File: src/rtl/led_column_scanner.sv
// Column-multiplexing front end for the Conway LED array: BLANK/DRIVE column timing plus a
// double-buffered frame register. Optional PWM dimming is enabled by LED_SCAN_BRIGHTNESS_EN.
module led_column_scanner #(
    parameter int N             = 5,
    parameter int TICKS_PER_COL = 1000,
    parameter int BLANK_TICKS   = 2
) (
    input  logic                 clk,
    input  logic                 rst,
    input  logic [N*N-1:0]       cells_in,
    input  logic                 cells_valid,
    output logic                 cells_ready,
`ifdef LED_SCAN_BRIGHTNESS_EN
    input  logic [3:0]           brightness,
`endif
    output logic                 ena,
    output logic [$clog2(N):0]   x,
    output logic [N*N-1:0]       cells,
    output logic                 frame_start
);

    localparam int XW   = $clog2(N) + 1;
    localparam int MAXT = (TICKS_PER_COL > BLANK_TICKS) ? TICKS_PER_COL : BLANK_TICKS;
    localparam int DW   = $clog2(MAXT + 1);

    if (N < 1 || N > 8) begin : g_bad_n
        $error("led_column_scanner: N must be in 1..8");
    end
    if (TICKS_PER_COL < 1) begin : g_bad_ticks
        $error("led_column_scanner: TICKS_PER_COL must be >= 1");
    end
    if (BLANK_TICKS < 1) begin : g_bad_blank
        $error("led_column_scanner: BLANK_TICKS must be >= 1");
    end

    typedef enum logic [0:0] {
        BLANK = 1'b0,
        DRIVE = 1'b1
    } state_t;

    state_t          state_r, state_s;
    logic [DW-1:0]   dwell_r, dwell_s;
    logic [XW-1:0]   x_r, x_s;
    logic            ena_r, ena_s;
    logic            frame_start_r, frame_start_s;
    logic            enter_drive_s;
    logic            leave_drive_s;
    logic            swap_s;
    logic            accept_s;
    logic [N*N-1:0]  pending_r;
    logic            pending_full_r;
    logic [N*N-1:0]  cells_r;

    function automatic logic [XW-1:0] next_col(input logic [XW-1:0] col);
        if (col == XW'(N - 1)) begin
            next_col = {XW{1'b0}};
        end else begin
            next_col = col + {{(XW-1){1'b0}}, 1'b1};
        end
    endfunction

    // Column timing: dwell counting, state transitions and column advance.
    always_comb begin
        state_s       = state_r;
        dwell_s       = dwell_r + {{(DW-1){1'b0}}, 1'b1};
        x_s           = x_r;
        enter_drive_s = 1'b0;
        leave_drive_s = 1'b0;
        case (state_r)
            BLANK: begin
                if (dwell_r == DW'(BLANK_TICKS - 1)) begin
                    state_s       = DRIVE;
                    dwell_s       = {DW{1'b0}};
                    enter_drive_s = 1'b1;
                end else begin
                    state_s = BLANK;
                end
            end
            DRIVE: begin
                if (dwell_r == DW'(TICKS_PER_COL - 1)) begin
                    state_s       = BLANK;
                    dwell_s       = {DW{1'b0}};
                    leave_drive_s = 1'b1;
                    x_s           = next_col(x_r);
                end else begin
                    state_s = DRIVE;
                end
            end
            default: begin
                state_s = BLANK;
                dwell_s = {DW{1'b0}};
                x_s     = {XW{1'b0}};
            end
        endcase
    end

    // The frame swaps only as column N-1 goes dark, so the image never changes mid-column.
    always_comb begin
        swap_s        = leave_drive_s && (x_r == XW'(N - 1));
        accept_s      = cells_valid && !pending_full_r;
        frame_start_s = (state_s == BLANK) && (x_s == {XW{1'b0}}) && (dwell_s == {DW{1'b0}});
    end

`ifdef LED_SCAN_BRIGHTNESS_EN
    logic [3:0] pwm_r, pwm_s;
    logic [3:0] bright_r, bright_s;

    // PWM phase restarts and brightness is latched on each entry to DRIVE.
    always_comb begin
        if (enter_drive_s) begin
            pwm_s    = 4'd0;
            bright_s = brightness;
        end else begin
            pwm_s    = pwm_r + 4'd1;
            bright_s = bright_r;
        end
        ena_s = (state_s == DRIVE) && (pwm_s < bright_s);
    end

    // PWM counter and latched brightness registers.
    always_ff @(posedge clk) begin
        if (rst) begin
            pwm_r    <= 4'd0;
            bright_r <= 4'd0;
        end else begin
            pwm_r    <= pwm_s;
            bright_r <= bright_s;
        end
    end
`else
    // Without dimming the column is lit for the whole DRIVE phase.
    always_comb begin
        ena_s = (state_s == DRIVE);
    end
`endif

    // Scan state and registered drive outputs.
    always_ff @(posedge clk) begin
        if (rst) begin
            state_r       <= BLANK;
            dwell_r       <= {DW{1'b0}};
            x_r           <= {XW{1'b0}};
            ena_r         <= 1'b0;
            frame_start_r <= 1'b1;
        end else begin
            state_r       <= state_s;
            dwell_r       <= dwell_s;
            x_r           <= x_s;
            ena_r         <= ena_s;
            frame_start_r <= frame_start_s;
        end
    end

    // Double buffer: an accepted frame waits in pending until the next frame boundary.
    always_ff @(posedge clk) begin
        if (rst) begin
            pending_r      <= {(N*N){1'b0}};
            pending_full_r <= 1'b0;
            cells_r        <= {(N*N){1'b0}};
        end else begin
            if (swap_s && pending_full_r) begin
                cells_r        <= pending_r;
                pending_full_r <= 1'b0;
            end else if (accept_s) begin
                pending_r      <= cells_in;
                pending_full_r <= 1'b1;
            end else begin
                pending_full_r <= pending_full_r;
            end
        end
    end

    assign cells_ready = ~pending_full_r;
    assign ena         = ena_r;
    assign x           = x_r;
    assign cells       = cells_r;
    assign frame_start = frame_start_r;

endmodule

File: config.mk
export PLATFORM = sky130hd
export DESIGN_NAME = led_column_scanner
export DESIGN_NICKNAME = d
export VERILOG_FILES = /design/src/rtl/led_column_scanner.sv
export SDC_FILE = /design/constraint.sdc
export NUM_CORES = 1
export LEC_CHECK = 0
export CAP_MARGIN = 20
export CORE_ASPECT_RATIO = 1.25
export CORE_MARGIN = 3
export CORE_UTILIZATION = 35
export CTS_BUF_LIST = sky130_fd_sc_hd__clkbuf_16
export CTS_CLUSTER_DIAMETER = 150
export DETAILED_ROUTE_END_ITERATION = 7
export GPL_ROUTABILITY_DRIVEN = 0
export GPL_TIMING_DRIVEN = 0
export SYNTH_ARGS = -nofsm -noshare
export SYNTH_HDL_FRONTEND = slang
export SYNTH_SLANG_ARGS = --single-unit
File: constraint.sdc
create_clock -name clk -period 4.7 [get_ports clk]
set_clock_uncertainty 0.1 [all_clocks]
set_input_delay 0.705 -clock clk [delete_from_list [all_inputs] [get_ports clk]]
set_output_delay 0.705 -clock clk [all_outputs]
set_load 0.01 [all_outputs]
* Yosys cells after proc, flatten, opt, wreduce, memory -nomap -nowiden *
Index checks and enable logic that the tools add are counted.

storage, ports and cells
  bits of input ports = 28
  word-level logic and storage cells = 37
  register bits = 67
  output and inout bits = 32

cells by class
  add/sub/neg operators = 2
  equal/unequal tests = 3
  reduce and logical (&&, ||, !) cells = 10
  mux-type cells = 11
  bitwise operators = 4

operators with widths
  cell                                                               number
  10-bit 2-to-1 mux                                                  2
  10-bit one-hot mux with 2 select lines                             1
  4-bit 2-to-1 mux                                                   3
  10-bit by 1-bit adder with 10-bit output (second input constant)   1
  10-bit by 1-bit == test with 1-bit output (second input constant)  1
  10-bit == test (second input constant)                             1
  10-bit logical NOT                                                 1
  1-bit logical AND                                                  5
  4-bit by 1-bit adder with 4-bit output (second input constant)     1
  4-bit by 3-bit == test with 1-bit output (second input constant)   1
  4-bit logical NOT                                                  1
  1-bit 2-to-1 mux                                                   4
  1-bit inverter                                                     4
  1-bit one-hot mux with 2 select lines                              1
  2-bit AND reduction                                                1
  2-bit OR reduction                                                 1
  1-bit logical NOT                                                  1

* Depth between registers and ports, before layout *
  depth in word-level cells = 7
  gate-level depth with buffers = 8
  mapped depth without buffers = 8

* Worst setup path after synthesis *
Ideal clock, no wire load.

  kind = register -> register
  start point = reg dwell_r[0]
  end point = reg frame_start_r (netlist: frame_start)
  setup time = 115 ps
  data arrival time = 1,748 ps
  data required time = 4,485 ps
  stages on the path, launching flop included = 8
  period minus slack after synthesis = 1,964 ps
  buffers on the path = 0
  path slack = 2,736 ps
  path through = dfxtp_1 ha_1 and4bb_1 and4_4 mux2i_1 and4_1 and3_1 a31o_1

on the way
  longest elaborated chain between the ends = 6
  elaborated cells on any way between the ends = 16
  classes of those cells = add/sub: 1; eq/ne: 2; mux: 8; bitwise: 1; reduce/logical: 4

RTL lines
  what                                                                              RTL line  source
  start, declared                                                                   42        logic [DW-1:0] dwell_r, dwell_s;
  start signal, assigned                                                            141       dwell_r <= {DW{1'b0}};
  start signal, assigned                                                            147       dwell_r <= dwell_s;
  branches (longest 5 deep; another with 10-bit by 1-bit adder with 10-bit output)  --
  1-bit logical AND *                                                               101       frame_start_s = (state_s == BLANK) && (x_s == {XW{1'b0}}) && (dwell_s == {DW{1'b0}});
  end signal, assigned                                                              150       frame_start_r <= frame_start_s;
  end, declared                                                                     45        logic frame_start_r, frame_start_s;

Every way passes the cells marked *.
A chain may end at the register's enable or synchronous reset.

* Worst setup path after layout *
  start point = reg dwell_r[0]
  end point = reg cells_r[12] (netlist: cells[12])

on the way
  longest elaborated chain between the ends = 5

RTL lines
  what                  RTL line  source
  10-bit == test        80        if (dwell_r == DW'(TICKS_PER_COL - 1)) begin
  1-bit 2-to-1 mux      80
  1-bit 2-to-1 mux      69        case (state_r)
  1-bit logical AND     99        swap_s = leave_drive_s && (x_r == XW'(N - 1));
  1-bit logical AND     161       if (swap_s && pending_full_r) begin
  end signal, assigned  159       cells_r <= {(N*N){1'b0}};
  end signal, assigned  162       cells_r <= pending_r;
  end, declared         52        logic [N*N-1:0] cells_r;

No other way between the ends.

==> run metrics <==
Crit path largest cell delay=0.43 ns; Die Width=84.3 um; Std-Cell Rows=35; fillcell total=702; CP startpoint kind=flip-flop; initial antenna violation count=0; die area=0.00876 mm2; grt ovf=0; RSZ-0062 raised after global routing=no; clock-pin slew on the worst setup and hold paths=0.06 ns; Final WS setup=2.32 ns; CP max-delay cell=dfxtp_1; hold slack=0.351 ns; Internal Power=1.16 mW; Mapped Nets=365; Async S/R FF share, synth=0%; share of layout cells above drive strength 1=6.86%; postcts setup bufs=0; top cell type's share of synthesized area=50.0%; DR vias=2,416; Worst Path Buf+Inv=1; Post-Syn Instances=333; switching pwr=321 uW; Residual DRC=0; min cycle time layout=2.38 ns; mean area per synthesized cell=8.06 um2; CTS Root Cell=clkbuf_16; design area=0.00373 mm2; Syn Std Cell Area=0.00268 mm2; Leak Pwr=1.33 nW; EDFF count, synth=0; Max Clock Freq=420 MHz; sequential fraction of the synthesis area=50.0%; top post-synthesis cells by area=dfxtp_1, nand2_1, a21oi_1; CP delay by family, top=simple AND/OR/NAND/NOR gates; DR pass1 iterations=4; core area=0.00740 mm2; # port buffers=59; Slew HR=66.9%; aggregate global-route resource usage=15.7%; clock share of power=51.5%; Routed Antenna Nets=0; Comb pwr share=7.8%; Yosys warning total=0; Primary FF master, synth=dfxtp_1; DRT Wirelength=6520 um; CP endpoint kind=flip-flop; Crit Path Class=reg -> reg; dominant cell type by area after synthesis=dfxtp_1; power density cells=398 mW/mm2; Worst VDD drop=0.221 mV; pre-CTS setup slack=2.20 ns; Area Overhead vs Synth=39.0%; worst-margin pin slew=0.497 ns; setup TNS=0 ns; Starting DRT DRC Count=112; vias per cell=4.83; setup violators final=0; Post-CTS Hold Buffers=0; Hold Vio Cnt, Final=0; Worst-Skew Late Latency=0.33 ns; Worst EP required=4.80 ns; CTS Buf Count=9; maximum fanout along the worst path=10; Reg2Reg Setup Slack=2.32 ns; Hold Path Class=reg -> reg; # resized after CTS=0; CTS Sinks=67; switching share of power=21.6%; vias in the first global route=2,298; fin crit share=50.7%; Max clock buf depth=2; first-pass GRT wire length=11,000 um; Power Total=1.48 mW; CTS tree=yes; largest net degree at the start of global routing=13; antenna cell count=0; Clock H-tree levels=3; post-synthesis register bit count=67; Starting Density=36.2%; dpl hpwl=4690 um; WL/cell=13.0 um; max-cap violations=0; CP Data Arrival Time=2.48 ns; status=finished clean; die height=104 um; crit-path cells=ha_1 -> and4bb_1 -> and4_4 -> nand3_1 -> clkbuf_1 -> nand2_1 -> a21oi_1; sequential power share=40.7%; Ports=60; post-synth cell types=36; layout net count=435; placed cell areas=0.00339 mm2; final slew viol count=0
==> layout make-up <==
class	count	area (um2)	share of cell area, %
buffer	23	129	3.46
clock buffer	9	225	6.04
clock inverter	7	115	3.09
inverter	6	22.5	0.604
multi-input combinational	237	1190	31.9
sequential	67	1340	36.0
tap	92	115	3.09
timing repair buffer	59	591	15.8
==> cells in the final DEF, fill, tap and decap left out, types with 2 or more instances in the layout <==
cell type | netlist | layout
bufinv_16 | 0 | 3
nand2_1 | 106 | 106
ha_1 | 4 | 4
and4_1 | 3 | 3
clkdlybuf4s50_1 | 0 | 59
buf_2 | 4 | 4
buf_4 | 2 | 2
buf_6 | 4 | 4
clkbuf_16 | 0 | 9
nand4_1 | 7 | 7
and3_1 | 3 | 3
a21oi_1 | 52 | 52
mux2i_1 | 2 | 2
clkbuf_1 | 12 | 12
nor3_1 | 3 | 3
o21ai_0 | 2 | 2
nand3_1 | 9 | 9
xnor2_1 | 6 | 6
xor2_1 | 4 | 4
dfxtp_1 | 67 | 67
nor2_1 | 20 | 20
inv_1 | 6 | 6
==> stage by stage <==
step                      utilization [%]  instances
after floorplan                         -        333
after global placement               45.8        484
after detailed placement             45.8        484
after CTS                            50.4        500
after global routing                 50.4        500
final                                50.4        500
==> cells by family after synthesis <==
kind of cell    Yosys count  share of synthesized area (%)
mux                       2                          0.746
simple gates            160                           26.2
compound gates           61                           12.3
flops                    67                           50.0
xor+xnor                 10                           3.26
fa+ha+maj                 4                           1.87
buf+inv                  29                           5.64
==> power by group through the flow <==
| stage | combinational [mW] | clock (mW) | sequential [mW] |
|---|---|---|---|
| floorplan | 0.0623 | 0 | 0.615 |
| global placement | 0.116 | 0 | 0.616 |
| detailed placement | 0.116 | 0 | 0.616 |
| CTS | 0.117 | 0.778 | 0.604 |
| global route | 0.130 | 0.802 | 0.606 |
| finish | 0.116 | 0.764 | 0.604 |
==> cells in the mapped netlist, types with 6 or more instances <==
cell type and number:
a21oi_1 52, nand3_1 9, inv_1 6, nand2_1 106, nand4_1 7, dfxtp_1 67, nor2_1 20, xnor2_1 6
clkbuf_1 12
==> layer usage <==
layer	track usage [%]	vias to the layer above	part of all wire [%]
met1	18.5	1098	42
met2	26.4	60	51
li1	-	1247	-
met4	6.90	0	1.8
met3	4.52	11	5.1
met5	0	-	0
==> path summary, 6_finish.rpt <==
check,start,end,cells after the start
max,dwell_r[0],cells[12],7
min,cells[6],cells[6],2
max reg2reg,dwell_r[0],cells[12],7
min reg2reg,cells[6],cells[6],2
==> tightest hold or removal path, cell delays in order, from the launching register on <==
cell,delay (ns)
dfxtp_1,0.30
nand2_1,0.05
a21oi_1,0.05
==> sequential cells by signal (all words and copies together) (netlist names) <==
register / cells
frame_start: 1
cells: 25
pending_full_r: 1
dwell_r: 10
pending_r: 25
x: 4
ena: 1
Power figures use the tool's default switching activity.
